===== src/rtl/lif_pkg.sv =====
// Shared widths, the per-neuron update result type and the saturating adder
// used by the LIF neuron array datapath.
package lif_pkg;

  localparam int LIF_W     = 8;
  localparam int LIF_REF_W = 3;

  typedef struct packed {
    logic [LIF_W-1:0]     state;
    logic [LIF_REF_W-1:0] refrac;
    logic                 fire;
  } lif_upd_t;

  // Add at one extra bit and clamp to all-ones on carry-out.
  function automatic logic [LIF_W-1:0] sat_add(input logic [LIF_W-1:0] a,
                                               input logic [LIF_W-1:0] b);
    logic [LIF_W:0] s;
    s = {1'b0, a} + {1'b0, b};
    return s[LIF_W] ? {LIF_W{1'b1}} : s[LIF_W-1:0];
  endfunction

endpackage


===== src/rtl/lif_neuron_array_tm_update.sv =====
// Combinational leak / integrate / threshold / refractory step for the one
// neuron currently addressed by the array pointer.
module lif_update_unit
  import lif_pkg::*;
(
  input  logic [LIF_W-1:0]     i_state,
  input  logic [LIF_REF_W-1:0] i_refrac,
  input  logic [LIF_W-1:0]     i_cur,
  input  logic [LIF_W-1:0]     i_thresh,
  input  logic [2:0]           i_leak_shift,
  input  logic [LIF_REF_W-1:0] i_cfg_refrac,
  output lif_upd_t             o_upd
);

  logic [LIF_W-1:0] w_sum;

  // A refractory neuron ignores its input and stays clamped at zero.
  always_comb begin
    o_upd = '0;
    w_sum = sat_add(i_state >> i_leak_shift, i_cur);
    if (i_refrac != '0) begin
      o_upd.refrac = i_refrac - 1'b1;
    end else if (w_sum >= i_thresh) begin
      o_upd.fire   = 1'b1;
      o_upd.refrac = i_cfg_refrac;
    end else begin
      o_upd.state  = w_sum;
    end
  end

endmodule


===== src/rtl/lif_neuron_array_tm.sv =====
// Time-multiplexed array of leaky integrate-and-fire neurons: one neuron per
// accepted current beat, spike vector published after every full sweep.
module lif_neuron_array_tm
  import lif_pkg::*;
#(
  parameter int N_NEURONS = 8,
  parameter int W         = LIF_W,
  parameter int IDX_W     = $clog2(N_NEURONS),
  parameter int REF_W     = LIF_REF_W
) (
  input  logic                 clk,
  input  logic                 rst_n,
  input  logic                 i_cur_valid,
  output logic                 o_cur_ready,
  input  logic [W-1:0]         i_cur_data,
  input  logic [W-1:0]         i_cfg_thresh,
  input  logic [2:0]           i_cfg_leak_shift,
  input  logic [REF_W-1:0]     i_cfg_refrac,
  output logic                 o_spk_valid,
  input  logic                 i_spk_ready,
  output logic [N_NEURONS-1:0] o_spk_vec,
  output logic [IDX_W-1:0]     o_ptr,
  input  logic [IDX_W-1:0]     i_state_rd_idx,
  output logic [W-1:0]         o_state_rd_data
);

  logic [W-1:0]         r_state  [N_NEURONS];
  logic [REF_W-1:0]     r_refrac [N_NEURONS];
  logic [N_NEURONS-1:0] r_acc;
  logic [IDX_W-1:0]     r_ptr;
  logic [W-1:0]         r_thresh;
  logic [2:0]           r_leak_shift;
  logic [REF_W-1:0]     r_cfg_refrac;
  logic                 r_spk_valid;
  logic [N_NEURONS-1:0] r_spk_vec;

  logic                 w_first;
  logic                 w_wrap;
  logic                 w_accept;
  logic [W-1:0]         w_thresh;
  logic [2:0]           w_leak_shift;
  logic [REF_W-1:0]     w_cfg_refrac;
  lif_upd_t             w_upd;

  assign w_first  = (r_ptr == '0);
  assign w_wrap   = (r_ptr == IDX_W'(N_NEURONS - 1));
  assign o_cur_ready = !(w_wrap && r_spk_valid && !i_spk_ready);
  assign w_accept = i_cur_valid && o_cur_ready;

  // The sweep's first beat already runs with the freshly presented config.
  assign w_thresh     = w_first ? i_cfg_thresh     : r_thresh;
  assign w_leak_shift = w_first ? i_cfg_leak_shift : r_leak_shift;
  assign w_cfg_refrac = w_first ? i_cfg_refrac     : r_cfg_refrac;

  lif_update_unit u_update (
    .i_state      (r_state[r_ptr]),
    .i_refrac     (r_refrac[r_ptr]),
    .i_cur        (i_cur_data),
    .i_thresh     (w_thresh),
    .i_leak_shift (w_leak_shift),
    .i_cfg_refrac (w_cfg_refrac),
    .o_upd        (w_upd)
  );

  always_ff @(posedge clk) begin
    if (!rst_n) begin
      for (int k = 0; k < N_NEURONS; k++) begin
        r_state[k]  <= '0;
        r_refrac[k] <= '0;
      end
      r_acc        <= '0;
      r_ptr        <= '0;
      r_thresh     <= '0;
      r_leak_shift <= '0;
      r_cfg_refrac <= '0;
      r_spk_valid  <= 1'b0;
      r_spk_vec    <= '0;
    end else begin
      if (w_accept) begin
        r_state[r_ptr]  <= w_upd.state;
        r_refrac[r_ptr] <= w_upd.refrac;
        r_acc[r_ptr]    <= w_upd.fire;
        r_ptr           <= w_wrap ? '0 : r_ptr + 1'b1;
        if (w_first) begin
          r_thresh     <= i_cfg_thresh;
          r_leak_shift <= i_cfg_leak_shift;
          r_cfg_refrac <= i_cfg_refrac;
        end
      end
      // A wrap beat reloads the vector even while the old one is being popped.
      if (w_accept && w_wrap) begin
        r_spk_vec   <= {w_upd.fire, r_acc[N_NEURONS-2:0]};
        r_spk_valid <= 1'b1;
      end else if (r_spk_valid && i_spk_ready) begin
        r_spk_valid <= 1'b0;
      end
    end
  end

  assign o_spk_valid     = r_spk_valid;
  assign o_spk_vec       = r_spk_vec;
  assign o_ptr           = r_ptr;
  assign o_state_rd_data = r_state[i_state_rd_idx];

endmodule

===== config.mk =====
export PLATFORM = sky130hd
export DESIGN_NAME = lif_neuron_array_tm
export DESIGN_NICKNAME = d
export VERILOG_FILES = /design/src/rtl/lif_pkg.sv /design/src/rtl/lif_neuron_array_tm_update.sv /design/src/rtl/lif_neuron_array_tm.sv
export SDC_FILE = /design/constraint.sdc
export NUM_CORES = 1
export LEC_CHECK = 0
export BUFFER_PORTS_ARGS = -buffer_cell sky130_fd_sc_hd__buf_2
export CAP_MARGIN = 25
export CELL_PAD_IN_SITES_DETAIL_PLACEMENT = 1
export CELL_PAD_IN_SITES_GLOBAL_PLACEMENT = 1
export CORE_MARGIN = 2
export CORE_UTILIZATION = 49
export CTS_CLUSTER_DIAMETER = 100
export DETAILED_ROUTE_END_ITERATION = 7
export PLACE_DENSITY_LB_ADDON = 0.1
export SYNTH_ARGS = -nofsm -noshare
export SYNTH_HDL_FRONTEND = slang
export SYNTH_SLANG_ARGS = --single-unit

===== constraint.sdc =====
create_clock -name clk -period 6.6 [get_ports clk]
set_input_delay 1.32 -clock clk [delete_from_list [all_inputs] [get_ports clk]]
set_output_delay 1.32 -clock clk [all_outputs]
set_load 0.01 [all_outputs]

## Word-level counts from Yosys, hierarchy flattened

Memory sizes are Yosys's and may differ from the RTL's. A register that Yosys moved wholly into a read port is not among the register bits.
Index checks and enable logic that the tools add are counted.

| storage, ports and cells | value |
|---|---|
| flip-flop bits (word level) | 34 |
| bits in writable memories | 88 |
| input port bits | 29 |
| output and inout port bits | 21 |
| logic and storage cells | 59 |
| memories | 2 |

| operators by class | value |
|---|---|
| $add $sub $neg | 3 |
| $lt $le $gt $ge | 3 |
| equal/unequal tests | 1 |
| shift-type cells | 1 |
| mux-type cells | 29 |
| reduce and logical (&&, ||, !) cells | 13 |

Memory list:

| memory | depth | width | read ports | clocked after Yosys merged registers in | write ports | line | RTL |
|---|---|---|---|---|---|---|---|
| r_state | 8 | 8 | 2 | 1 | 8 | lif_neuron_array_tm.sv:27 | `logic [W-1:0] r_state [N_NEURONS];` |
| r_refrac | 8 | 3 | 1 | 1 | 8 | lif_neuron_array_tm.sv:28 | `logic [REF_W-1:0] r_refrac [N_NEURONS];` |

Operators with widths:

| cell | count |
|---|---|
| two-way mux 8 bit | 5 |
| two-way mux 3 bit | 11 |
| two-way mux 1 bit | 10 |
| adder 8 x 8 -> 9 bit | 1 |
| bitwise mux 8 bit | 1 |
| >= comparator 8 bit | 1 |
| OR reduction 8 bit | 1 |
| >> shifter 8 x 3 -> 8 bit | 1 |
| logical AND 1 bit | 6 |
| < comparator 3 x 4 -> 1 bit (second input constant) | 1 |
| two-way mux 4 bit | 1 |
| adder 3 x 1 -> 3 bit (second input constant) | 1 |
| demux 1 bit (select 3 bit) | 1 |
| equality test 3 bit (second input constant) | 1 |
| >= comparator 3 x 1 -> 1 bit (second input constant) | 1 |
| zero test 3 bit | 1 |
| nonzero test 3 bit | 1 |
| OR reduction 3 bit | 1 |
| subtractor 3 x 1 -> 3 bit (second input constant) | 1 |
| zero test 1 bit | 2 |
| nonzero test 2 bit | 1 |

## Depth between registers and ports, before layout

Gate-level depths: netlist (run 1).

| logic depth | value |
|---|---|
| depth after elaboration | 10 |
| gate-level depth with buffers | 27 |
| mapped depth without buffers | 23 |

## Hierarchy

A second synthesis (run 1) with hierarchy kept.

| second synthesis, totals | value |
|---|---|
| cell total of the unflattened synthesis | 619 |
| area total of the unflattened synthesis | 6977.9 µm² |

By module, submodules not included:

| module | instances | cells each | area an instance (µm²) | sequential area each (µm²) |
|---|---|---|---|---|
| lif_neuron_array_tm | 1 | 491 | 6084.6 | 3363.2 |
| lif_update_unit | 1 | 128 | 893.4 | 0.0 |

## Worst setup path before layout (run 1)

Ideal clock, no wire load.

| timing | value |
|---|---|
| kind | input-to-reg |
| from | in i_cfg_leak_shift[0] |
| to | mem r_refrac[0][1] (netlist bit), data pin |
| setup time | 0.273 ns |
| data arrival time | 5.465 ns |
| required time | 6.327 ns |
| slack | 0.862 ns |
| stages on the path | 21 |
| buffers on the path | 2 |
| cell sequence | mux2_1 > buf_4 > mux4_2 > mux2i_1 > a21oi_1 > ha_1 > inv_1 > fa_1 > nor2b_1 > o21a_1 > o211a_1 > or3_1 > a211oi_2 > inv_1 > ha_1 > a21o_1 > a21o_1 > a21o_1 > clkbuf_1 > a31oi_1 > nor2_1 |

RTL lines:

| what | line | RTL |
|---|---|---|
| start, declared | lif_neuron_array_tm.sv:17 | `input logic [2:0] i_cfg_leak_shift,` |
| end, declared | lif_neuron_array_tm.sv:28 |  |

==> qor.yml, run 1 <==
cts_tree: "yes"
vdd.ir_drop.worst_v: 0.000132
io_buffers: 49
worst-path-max-fanout: 12
dpl.hpwl_um: 13700
fillCellCount: 1391
synth-seq-area-share_pct: 49.6
place.gp.congestion: 0.802
syn_nets: 616
syn_inst: 565
final_common_cell: "nor2_1"
cp-end-kind: "flip-flop"
p_sw_uw: 716
p_seq_share_pct: 37.3
cts-htree-levels: 4
drc_errors: 0
clock.fmax_mhz: 162
ff2ff_setup_slack_ns: 0.43
setup_ws_ns: 0.425
fin_nets: 672
seq_area_mm2: 0.00336
cts_sinks: 124
async_flop_share_pct: 0
grt_pass1_wl_um: 30300
tns_ns: 0
ys_types: 56
intPower_uw: 1690
cp-start-kind: "flip-flop"
crit_path_max_incr_delay_ns: 0.79
core_mm2: 0.0133
layoutNonFillerInstCount: 810
path_common_cell: "a21oi_1"
vias_per_cell: 6.09
min_period_ns: 6.17
die_w_um: 122
hold_start: "r_cfg_refrac[1]"
cts_buffers: 17
cp.arrival_ns: 6.44
antenna_left: 0
setup_viol: 0
netlist_area_mm2: 0.00678
cpLargestDelayFamily: "simple AND/OR/NAND/NOR gates"
drv_cap: 0
post-place-ws_ns: 0.245
insertion_delay_ns: 0.42
fin_worst_skew_ns: 0.00666
dp_cells: 778
gr-total-overflow: 0
worst_path_max_delay_cell: "dfxtp_1"
p_sw_share_pct: 29.7
synth_enable_flop_cells: 88
wirelength_um: 19600
synth.avg_cell_area_um2: 12.0
hold_path.class: "flip-flop to flip-flop"
power.total_uw: 2410
drtIter0Drc: 278
powerDensity_mw_per_mm2: 304
p_clk_share_pct: 39.6
root_buffer: "clkbuf_16"
crit_buf_inv: 3
diodes: 0
rows: 42
vias: 4933
drive_gt1_share_pct: 26.8
antenna_found_initial: 0
comb_power_share_pct: 23.0
crit_type: "flip-flop to flip-flop"
rsz0062_at_grt: "no"
grt_pass1_vias: 5297
initial_core_util_pct: 50.8
synth_seq_cells: 124
clk_pin_slew_ns: 0.06
post_drt_wl_per_cell_um: 24.3
grt_usage_pct: 28.3
multi_input_area_mm2: 0.00321
dieArea_mm2: 0.0148
drv_slew: 0
required_ns: 6.86
synth_warnings: 0
syn_to_final_growth_pct: 16.7
first_pass_iters: 4
die_h_um: 122
most-common-layout-cells: "nor2_1, edfxtp_1, nand2_1, buf_2, dfxtp_1"
io_pins: 50
holdWs_ns: 0.469
clock_path_buffers: 2
ys.flop_type: "edfxtp_1"
cp_cell_sequence: "buf_4 -> mux4_1 -> mux2i_1 -> a21oi_1 -> nor3_1 -> a21oi_1 -> ha_1 -> inv_1 -> fa_1 -> nor2b_1 -> o21a_1 -> o211ai_1 -> a21oi_4 -> nor3b_4 -> inv_1 -> ha_1 -> a21oi_1 -> o21ai_1 -> a21o_1 -> or3_1 -> nor2_1"
maxSlewHeadroom_pct: 48.0
leakage_uw: 0.00322
finalHoldViolCount: 0
status: "finished, final reports clean"
tightest_slew_ns: 0.775
grt_max_degree: 38
period_share_pct: 93.6
hold_buffers: 0
==> worst reg2reg max path: cells and delay by family (launching register included) <==
kind                     cells  cell delay [ns]
multiplexers                 2             0.90
AND/OR/NAND/NOR              5             1.55
buffers and inverters        3             0.56
adder cells (fa/ha/maj)      3             0.74
flip-flops                   1             0.79
AO/OA/AOI/OAI                8             1.51
==> registers in the layout, summed over array words and instances, names as in the netlist, named ones only <==
| signal | count |
|---|---|
| r_leak_shift | 3 |
| o_spk_vec | 8 |
| r_state | 64 |
| o_spk_valid | 1 |
| o_ptr | 3 |
| r_acc | 7 |
| r_refrac | 24 |
| r_thresh | 8 |
| r_cfg_refrac | 3 |
==> cell usage after synthesis, types with 3 or more instances <==
library cell | count | area, um^2
nor2b_1 | 5 | 31.3
a31oi_1 | 4 | 25.0
nand2_1 | 51 | 191
ha_1 | 21 | 263
mux2_2 | 18 | 203
nand2b_1 | 6 | 37.5
edfxtp_1 | 88 | 2640
o22ai_1 | 8 | 50.1
buf_1 | 3 | 11.3
xnor2_1 | 3 | 26.3
o21a_1 | 4 | 30.0
mux4_2 | 32 | 721
or3_1 | 8 | 50.1
o211a_1 | 11 | 110
mux2i_1 | 19 | 190
a21o_1 | 5 | 37.5
nand3_1 | 8 | 40.0
clkbuf_1 | 20 | 75.1
buf_4 | 3 | 22.5
mux4_1 | 9 | 236
nor2_1 | 107 | 402
inv_1 | 20 | 75.1
a21oi_1 | 7 | 35.0
o21ai_1 | 3 | 15.0
dfxtp_1 | 36 | 721
o21ai_0 | 7 | 35.0
nor3_2 | 4 | 40.0
buf_2 | 8 | 40.0
a21boi_0 | 13 | 97.6
==> metrics by stage <==
step	cell area, um^2	util [%]
6_report	7910	59.2
3_3_place_gp	7260	54.4
5_1_grt	7910	59.2
2_1_floorplan	6780	-
3_5_place_dp	7270	54.5
4_1_cts	7890	59.1
==> metal layers <==
layer  vias up  GRT usage, %  routed length [um]
met3        56          6.23                 934
met1      2487          34.6                8030
met2       174          47.5                9970
met5         -             0                   0
met4         0          13.9                 714
li1       2216             -                   -
==> logic make-up (layout without fill, tap and decap cells) <==
logic type,after synthesis,after routing,synth area share [%]
AND/OR/NAND/NOR,202,202,13.1
flip-flops,124,124,49.6
multiplexers,80,80,20.3
AO/OA/AOI/OAI,79,79,8.96
buffers and inverters,55,124,3.47
adder cells (fa/ha/maj),22,22,4.17
XOR/XNOR,3,3,0.388
==> final timing paths <==
path,to,cells after the start
max,r_state[0][6],21
min,r_cfg_refrac[1],2
max reg2reg,r_state[0][6],21
min reg2reg,r_cfg_refrac[1],2
==> power groups by stage <==
stage	combinational [uW]	sequential [uW]	clock (uW)
5_1_grt	599	902	992
3_5_place_dp	532	914	0
3_3_place_gp	512	910	0
4_1_cts	547	898	966
6_report	554	898	953
2_1_floorplan	354	898	0
==> cell type report <==
type,instances,area share (%)
Multi-Input combinational cell,386,40.6
Sequential cell,124,42.5
Clock buffer,22,6.53
Clock inverter,10,1.27
Tap cell,176,2.78
Timing Repair Buffer,72,5.38
Inverter,20,0.949
==> what timing repair did <==
action | CTS | global route
setup endpoints to repair | 0 | 9
resized for setup | 0 | 3
setup buffers | 0 | 0
Power figures use the tool's default switching activity.
==> run 2: changes to the inputs <==
--- a/config.mk
+++ b/config.mk
@@ -13,7 +13,8 @@
 export CORE_UTILIZATION = 49
 export CTS_CLUSTER_DIAMETER = 100
 export DETAILED_ROUTE_END_ITERATION = 7
-export PLACE_DENSITY_LB_ADDON = 0.1
+export GPL_TIMING_DRIVEN = 0
+export PLACE_DENSITY_LB_ADDON = 0.08
 export SYNTH_ARGS = -nofsm -noshare
 export SYNTH_HDL_FRONTEND = slang
 export SYNTH_SLANG_ARGS = --single-unit
==> run 2 against run 1 <==
Design area is 0.22% lower. Largest cell class unchanged. Critical path depth up 5. Flip-flop and latch count is the same. Via count up 0.99%. Sequential share of layout area rose by 0.094 points. Global-route usage up 0.12 points. Combinational power shrank 0.7%.
==> qor.yml, run 2 (synthesis gave the netlist of run 1 again) <==
powerDensity_mw_per_mm2: 288  # was 304 mW/mm^2
post_drt_wl_per_cell_um: 24.0  # was 24.3 um
clock_path_buffers: 2  # unchanged
cpLargestDelayFamily: "buffers and inverters"  # was simple AND/OR/NAND/NOR gates
diodes: 0  # unchanged
hold_start: "r_cfg_refrac[0]"  # was r_cfg_refrac[1]
cp-end-kind: "flip-flop"  # unchanged
cts_sinks: 124  # unchanged
hold_buffers: 0  # unchanged
fin_nets: 680  # was 672
grt_pass1_wl_um: 30400  # was 30300 um
core_mm2: 0.0133  # unchanged
ff2ff_setup_slack_ns: 0.21  # was 0.43 ns
vias_per_cell: 6.10  # was 6.09
insertion_delay_ns: 0.43  # was 0.42 ns
p_sw_share_pct: 30.3  # was 29.7%
dpl.hpwl_um: 13800  # was 13700 um
p_sw_uw: 689  # was 716 uW
p_clk_share_pct: 36.6  # was 39.6%
min_to: "r_cfg_refrac[0]"  # was r_cfg_refrac[1]
hold_path.class: "flip-flop to flip-flop"  # unchanged
most-common-layout-cells: "nor2_1, edfxtp_1, buf_2, nand2_1, dfxtp_1"  # was nor2_1, edfxtp_1, nand2_1, buf_2, dfxtp_1
status: "finished, final reports clean"  # unchanged
min_period_ns: 6.39  # was 6.17 ns
fin_worst_skew_ns: 0.0146  # was 0.00666 ns
crit_buf_inv: 7  # was 3
vdd.ir_drop.worst_v: 0.000139  # was 0.000132 V
die_h_um: 122  # unchanged
tightest_slew_ns: 1.03  # was 0.775 ns
cp.arrival_ns: 6.53  # was 6.44 ns
holdWs_ns: 0.468  # was 0.469 ns
wirelength_um: 19600  # about the same
r2r_end: "r_state[2][4]"  # was r_state[0][6]
antenna_found_initial: 0  # unchanged
syn_to_final_growth_pct: 16.5  # was 16.7%
worst-path-max-fanout: 10  # was 12
vias: 4982  # was 4933
period_share_pct: 96.8  # was 93.6%
die_w_um: 122  # unchanged
drv_slew: 0  # unchanged
top_regs: "r_state: 64 flops, r_refrac: 24 flops"  # unchanged
drv_cap: 0  # unchanged
place.gp.congestion: 0.829  # was 0.802
dp_cells: 789  # was 778
antenna_left: 0  # unchanged
rows: 42  # unchanged
rsz0062_at_grt: "yes"  # was no
rr_worst_depth: 26  # was 21
cp-start-kind: "flip-flop"  # unchanged
grt_usage_pct: 28.4  # was 28.3%
maxSlewHeadroom_pct: 31.2  # was 48.0%
clk_pin_slew_ns: 0.06  # about the same
cts_tree: "yes"  # unchanged
required_ns: 6.75  # was 6.86 ns
drc_errors: 0  # unchanged
root_buffer: "clkbuf_16"  # unchanged
drive_gt1_share_pct: 24.8  # was 26.8%
dieArea_mm2: 0.0148  # unchanged
cts_buffers: 17  # unchanged
crit_path_max_incr_delay_ns: 0.51  # was 0.79 ns
initial_core_util_pct: 50.8  # unchanged
largest_register_ffs: 64  # unchanged
crit_type: "flip-flop to flip-flop"  # unchanged
drtIter0Drc: 353  # was 278
cts-htree-levels: 4  # unchanged
first_pass_iters: 5  # was 4
whs_path_depth: 2  # unchanged
leakage_uw: 0.00316  # was 0.00322 uW
io_pins: 50  # unchanged
clock.fmax_mhz: 157  # was 162 MHz
comb_power_share_pct: 24.2  # was 23.0%
layoutNonFillerInstCount: 817  # was 810
rr_startpoint: "o_ptr[0]"
gr-total-overflow: 0  # unchanged
tns_ns: 0  # unchanged
largest_register: "r_state"  # unchanged
intPower_uw: 1580  # was 1690 uW
grt_max_degree: 17  # was 38
worst_path_max_delay_cell: "or3_1"  # was dfxtp_1
p_seq_share_pct: 39.2  # was 37.3%
finalHoldViolCount: 0  # unchanged
grt_pass1_vias: 5286  # was 5297
final_common_cell: "nor2_1"  # unchanged
io_buffers: 45  # was 49
setup_viol: 0  # unchanged
run 2: changes by cell type in the layout (fill, tap and decap cells not counted), sizes merged:
| cell | delta |
|---|---|
| clkinv | +6 |
| inv | -3 |
| buf | -7 |
| clkinvlp | -1 |
| clkbuf | +12 |
run 2: worst register-to-register path, stage by stage (launching register included):
cell	delay [ns]
dfxtp_1	0.38
clkbuf_2	0.29
inv_1	0.14
ha_1	0.21
nor2b_2	0.17
mux2_1	0.32
buf_4	0.18
mux4_2	0.32
mux2i_1	0.19
a21oi_1	0.10
ha_1	0.22
inv_1	0.09
fa_1	0.22
nor2b_1	0.06
o21a_1	0.20
o211ai_1	0.32
a21oi_4	0.17
buf_12	0.18
nor3b_4	0.45
inv_1	0.13
ha_1	0.30
a21oi_1	0.06
o21ai_1	0.19
a21o_1	0.20
clkbuf_1	0.41
or3_1	0.51
nor2_1	0.10
run 2: worst max path at each step:
stage               depth (start not counted)              to                 from  slack (ns)
CTS                                        24   r_state[0][3]             o_ptr[0]        0.07
global route                               26   r_state[2][7]             o_ptr[0]       -0.12
detailed placement                         27   r_state[0][3]             o_ptr[0]       -0.17
finish                                     26   r_state[2][4]             o_ptr[0]        0.21
floorplan                                  21  r_refrac[0][1]  i_cfg_leak_shift[0]        0.86
global placement                           23   r_state[2][0]  i_cfg_leak_shift[0]        0.02
run 2: what timing repair did:
item                                    CTS  global route
gates resized for setup                  10             4
setup buffers                             1             1
endpoints found under the setup margin   64            72
pin swaps                                 1             1
run 2: per-layer routing:
| metal | GRT usage (%) | part of all wire (%) | wire length [um] |
|---|---|---|---|
| met1 | 35.8 | 42 | 8200 |
| met4 | 8.19 | 1.6 | 316 |
| met2 | 49.9 | 52 | 10200 |
| met3 | 5.66 | 4.6 | 896 |
| met5 | 0 | 0 | 0 |
run 2: power groups by stage:
stage / Combinational, uW / Clock, uW / Sequential, uW
floorplan: 354 / 0 / 898
global placement: 484 / 0 / 904
detailed placement: 509 / 0 / 907
CTS: 543 / 837 / 891
global route: 599 / 866 / 895
finish: 550 / 832 / 892
run 2: cell type report:
| type | instances | area [um^2] |
|---|---|---|
| Inverter | 20 | 75.1 |
| Fill cell | 1377 | 5460 |
| Tap cell | 176 | 220 |
| Buffer | 30 | 143 |
| Multi-Input combinational cell | 386 | 3300 |
| Clock buffer | 19 | 433 |
| Sequential cell | 124 | 3360 |
| Clock inverter | 12 | 81.3 |
| Timing Repair Buffer | 50 | 279 |
run 2: metrics by stage:
step	area [um^2]	utilization (%)	power [uW]	setup WS, ns
5_1_grt	7890	59.1	2360	-0.123
2_1_floorplan	6780	-	1250	0.862
3_5_place_dp	7280	54.6	1420	-0.171
6_report	7890	59.1	2270	0.212
3_3_place_gp	7220	54.1	1390	0.0186
4_1_cts	7880	59.0	2270	0.0691
==> run 3: changes to the inputs <==
--- a/config.mk
+++ b/config.mk
@@ -10,10 +10,11 @@
 export CELL_PAD_IN_SITES_DETAIL_PLACEMENT = 1
 export CELL_PAD_IN_SITES_GLOBAL_PLACEMENT = 1
 export CORE_MARGIN = 2
-export CORE_UTILIZATION = 49
+export CORE_UTILIZATION = 45
 export CTS_CLUSTER_DIAMETER = 100
 export DETAILED_ROUTE_END_ITERATION = 7
 export GPL_TIMING_DRIVEN = 0
+export HOLD_SLACK_MARGIN = 0.12
 export PLACE_DENSITY_LB_ADDON = 0.08
 export SYNTH_ARGS = -nofsm -noshare
 export SYNTH_HDL_FRONTEND = slang
==> run 3 against run 2 <==
Power increased by 6.7%. Clock skew decreased by 0.0064 ns. Non-clock buffer count rose by 9. Combinational power rose by 4%. Global-route usage is 2.2 points lower. Design area grew 2.1%. Flip-flop and latch count unchanged. Clock-buffer cell count rose by 2. Final cell count rose by 2.2%. Worst setup slack better by 0.080 ns. Critical path depth did not move. Critical endpoint is now r_state[2][7]. Largest power group is now the clock network.
==> qor.yml, run 3 (synthesis gave the netlist of run 1 again) <==
status: "finished, final reports clean"  # unchanged
final_cell_area_mm2: 0.00806  # was 0.00789 mm^2
cts-htree-levels: 4  # unchanged
setup_ws_ns: 0.293  # was 0.212 ns
io_buffers: 45  # unchanged
drv_slew: 0  # unchanged
place.gp.congestion: 0.844  # was 0.829
core_mm2: 0.0146  # was 0.0133 mm^2
dieArea_mm2: 0.0161  # was 0.0148 mm^2
insertion_delay_ns: 0.43  # about the same
vias_per_cell: 6.00  # was 6.10
tightest_slew_ns: 0.986  # was 1.03 ns
most-common-layout-cells: "nor2_1, edfxtp_1, buf_2, nand2_1, dfxtp_1"  # unchanged
top_regs: "r_state: 64 flops, r_refrac: 24 flops"  # unchanged
layoutNonFillerInstCount: 835  # was 817
cts_tree: "yes"  # unchanged
fillCellCount: 1530  # was 1377
fin_worst_skew_ns: 0.00820  # was 0.0146 ns
grt_pass1_vias: 5327  # was 5286
post-route-util_pct: 55.0  # was 59.1%
cp-start-kind: "flip-flop"  # unchanged
powerDensity_mw_per_mm2: 301  # was 288 mW/mm^2
fin_nets: 689  # was 680
rr_startpoint: "o_ptr[0]"  # unchanged
final_common_cell: "nor2_1"  # unchanged
cts_buffers: 17  # unchanged
worst_path_max_delay_cell: "or3_1"  # unchanged
multi_input_area_mm2: 0.00330  # about the same
rows: 44  # was 42
hold_buffers: 0  # unchanged
clock.fmax_mhz: 159  # was 157 MHz
crit_buf_inv: 7  # unchanged
setup_viol: 0  # unchanged
grt_max_degree: 17  # unchanged
cts_sinks: 124  # unchanged
syn_to_final_growth_pct: 18.9  # was 16.5%
drive_gt1_share_pct: 26.7  # was 24.8%
rsz0062_at_grt: "yes"  # unchanged
crit_type: "flip-flop to flip-flop"  # unchanged
vias: 5012  # was 4982
power.total_uw: 2430  # was 2270 uW
drc_errors: 0  # unchanged
post_drt_wl_per_cell_um: 24.0  # about the same
maxSlewHeadroom_pct: 33.8  # was 31.2%
dpl_cell_area_mm2: 0.00732  # was 0.00728 mm^2
dp_cells: 799  # was 789
antenna_left: 0  # unchanged
first_pass_iters: 5  # unchanged
vdd.ir_drop.worst_v: 0.000175  # was 0.000139 V
crit_start: "o_ptr[0]"  # unchanged
io_pins: 50  # unchanged
seq_area_mm2: 0.00336  # unchanged
drv_cap: 0  # unchanged
leakage_uw: 0.00325  # was 0.00316 uW
die_h_um: 127  # was 122 um
cp.arrival_ns: 6.46  # was 6.53 ns
drtIter0Drc: 333  # was 353
initial_core_util_pct: 46.3  # was 50.8%
hold_path.class: "flip-flop to flip-flop"  # unchanged
gr-total-overflow: 0  # unchanged
wirelength_um: 20100  # was 19600 um
required_ns: 6.76  # was 6.75 ns
cpLargestDelayFamily: "buffers and inverters"  # unchanged
worst-path-max-fanout: 10  # unchanged
cp-end-kind: "flip-flop"  # unchanged
diodes: 0  # unchanged
grt_pass1_wl_um: 30600  # was 30400 um
die_w_um: 127  # was 122 um
clock_path_buffers: 2  # unchanged
root_buffer: "clkbuf_16"  # unchanged
crit_path_max_incr_delay_ns: 0.50  # was 0.51 ns
clk_pin_slew_ns: 0.05  # was 0.06 ns
period_share_pct: 95.6  # was 96.8%
antenna_found_initial: 0  # unchanged
largest_register_ffs: 64  # unchanged
post-place-ws_ns: -0.222  # was -0.171 ns
largest_register: "r_state"  # unchanged
finalHoldViolCount: 0  # unchanged
dpl.hpwl_um: 14000  # was 13800 um
hold_start: "r_cfg_refrac[2]"  # was r_cfg_refrac[0]
grt_usage_pct: 26.2  # was 28.4%
min_period_ns: 6.31  # was 6.39 ns
-- run 3: cell types whose count changed in the layout (fill, tap and decap cells not counted), sizes merged --
cell,previous run,this run
clkinvlp,1,2
inv,20,22
buf,65,74
clkinv,10,4
clkbuf,34,36
bufinv,1,3
-- run 3: power by group --
part / total [uW] / switching (uW) / internal (uW)
sequential: 891 / 20.1 / 871
clock: 966 / 354 / 612
combinational: 570 / 343 / 227
total: 2430 / 717 / 1710
-- run 3: cell type report --
class	instances	share of cell area (%)
inverters	20	0.932
well taps	184	2.86
flip-flops and latches	124	41.7
repair buffers	59	4.29
clock buffers	21	5.71
plain buffers	30	1.77
clock inverters	11	1.75
multi-input cells	386	41.0
-- run 3: worst register-to-register path, cell delays in order, from the launching register on --
cell and delay, ns:
dfxtp_1 0.38, clkbuf_2 0.28, inv_1 0.13, ha_1 0.21, nor2b_2 0.16, mux2_1 0.33, buf_4 0.19, mux4_2 0.33
mux2i_1 0.20, a21oi_1 0.10, ha_1 0.22, inv_1 0.08, fa_1 0.20, nor2b_1 0.06, o21a_1 0.20, o211ai_1 0.33
a21oi_4 0.17, buf_4 0.18, nor3b_4 0.47, inv_1 0.13, ha_1 0.30, a21oi_1 0.05, o21ai_1 0.18, a21o_1 0.18
clkbuf_1 0.37, or3_1 0.50, nor2_1 0.09
-- run 3: what timing repair did --
| item | 4_1_cts | 5_1_grt |
|---|---|---|
| pin swaps | 0 | 6 |
| gates resized for setup | 11 | 4 |
| endpoints found under the setup margin | 64 | 65 |
| buffers inserted | 0 | 9 |
-- run 3: layer usage --
layer / global-route usage (%) / vias to the layer above / wire (um)
met1: 31.7 / 2562 / 8330
met3: 6.50 / 35 / 1080
met5: 0 / - / 0
li1: - / 2254 / -
met2: 44.8 / 161 / 10100
met4: 11.2 / 0 / 564
-- run 3: final timing paths --
check / cells past startpoint / end / slack, ns
max: 26 / r_state[2][7] / 0.29
min: 2 / r_cfg_refrac[2] / 0.46
max reg2reg: 26 / r_state[2][7] / 0.29
min reg2reg: 2 / r_cfg_refrac[2] / 0.46
-- run 3: metrics by stage --
stage	setup TNS (ns)	hold WS, ns
after global placement	-0.624	0.453
after detailed placement	-10.35	0.459
final	0	0.464
after floorplan	0	0.441
after CTS	0	0.467
after global routing	-1.11	0.499
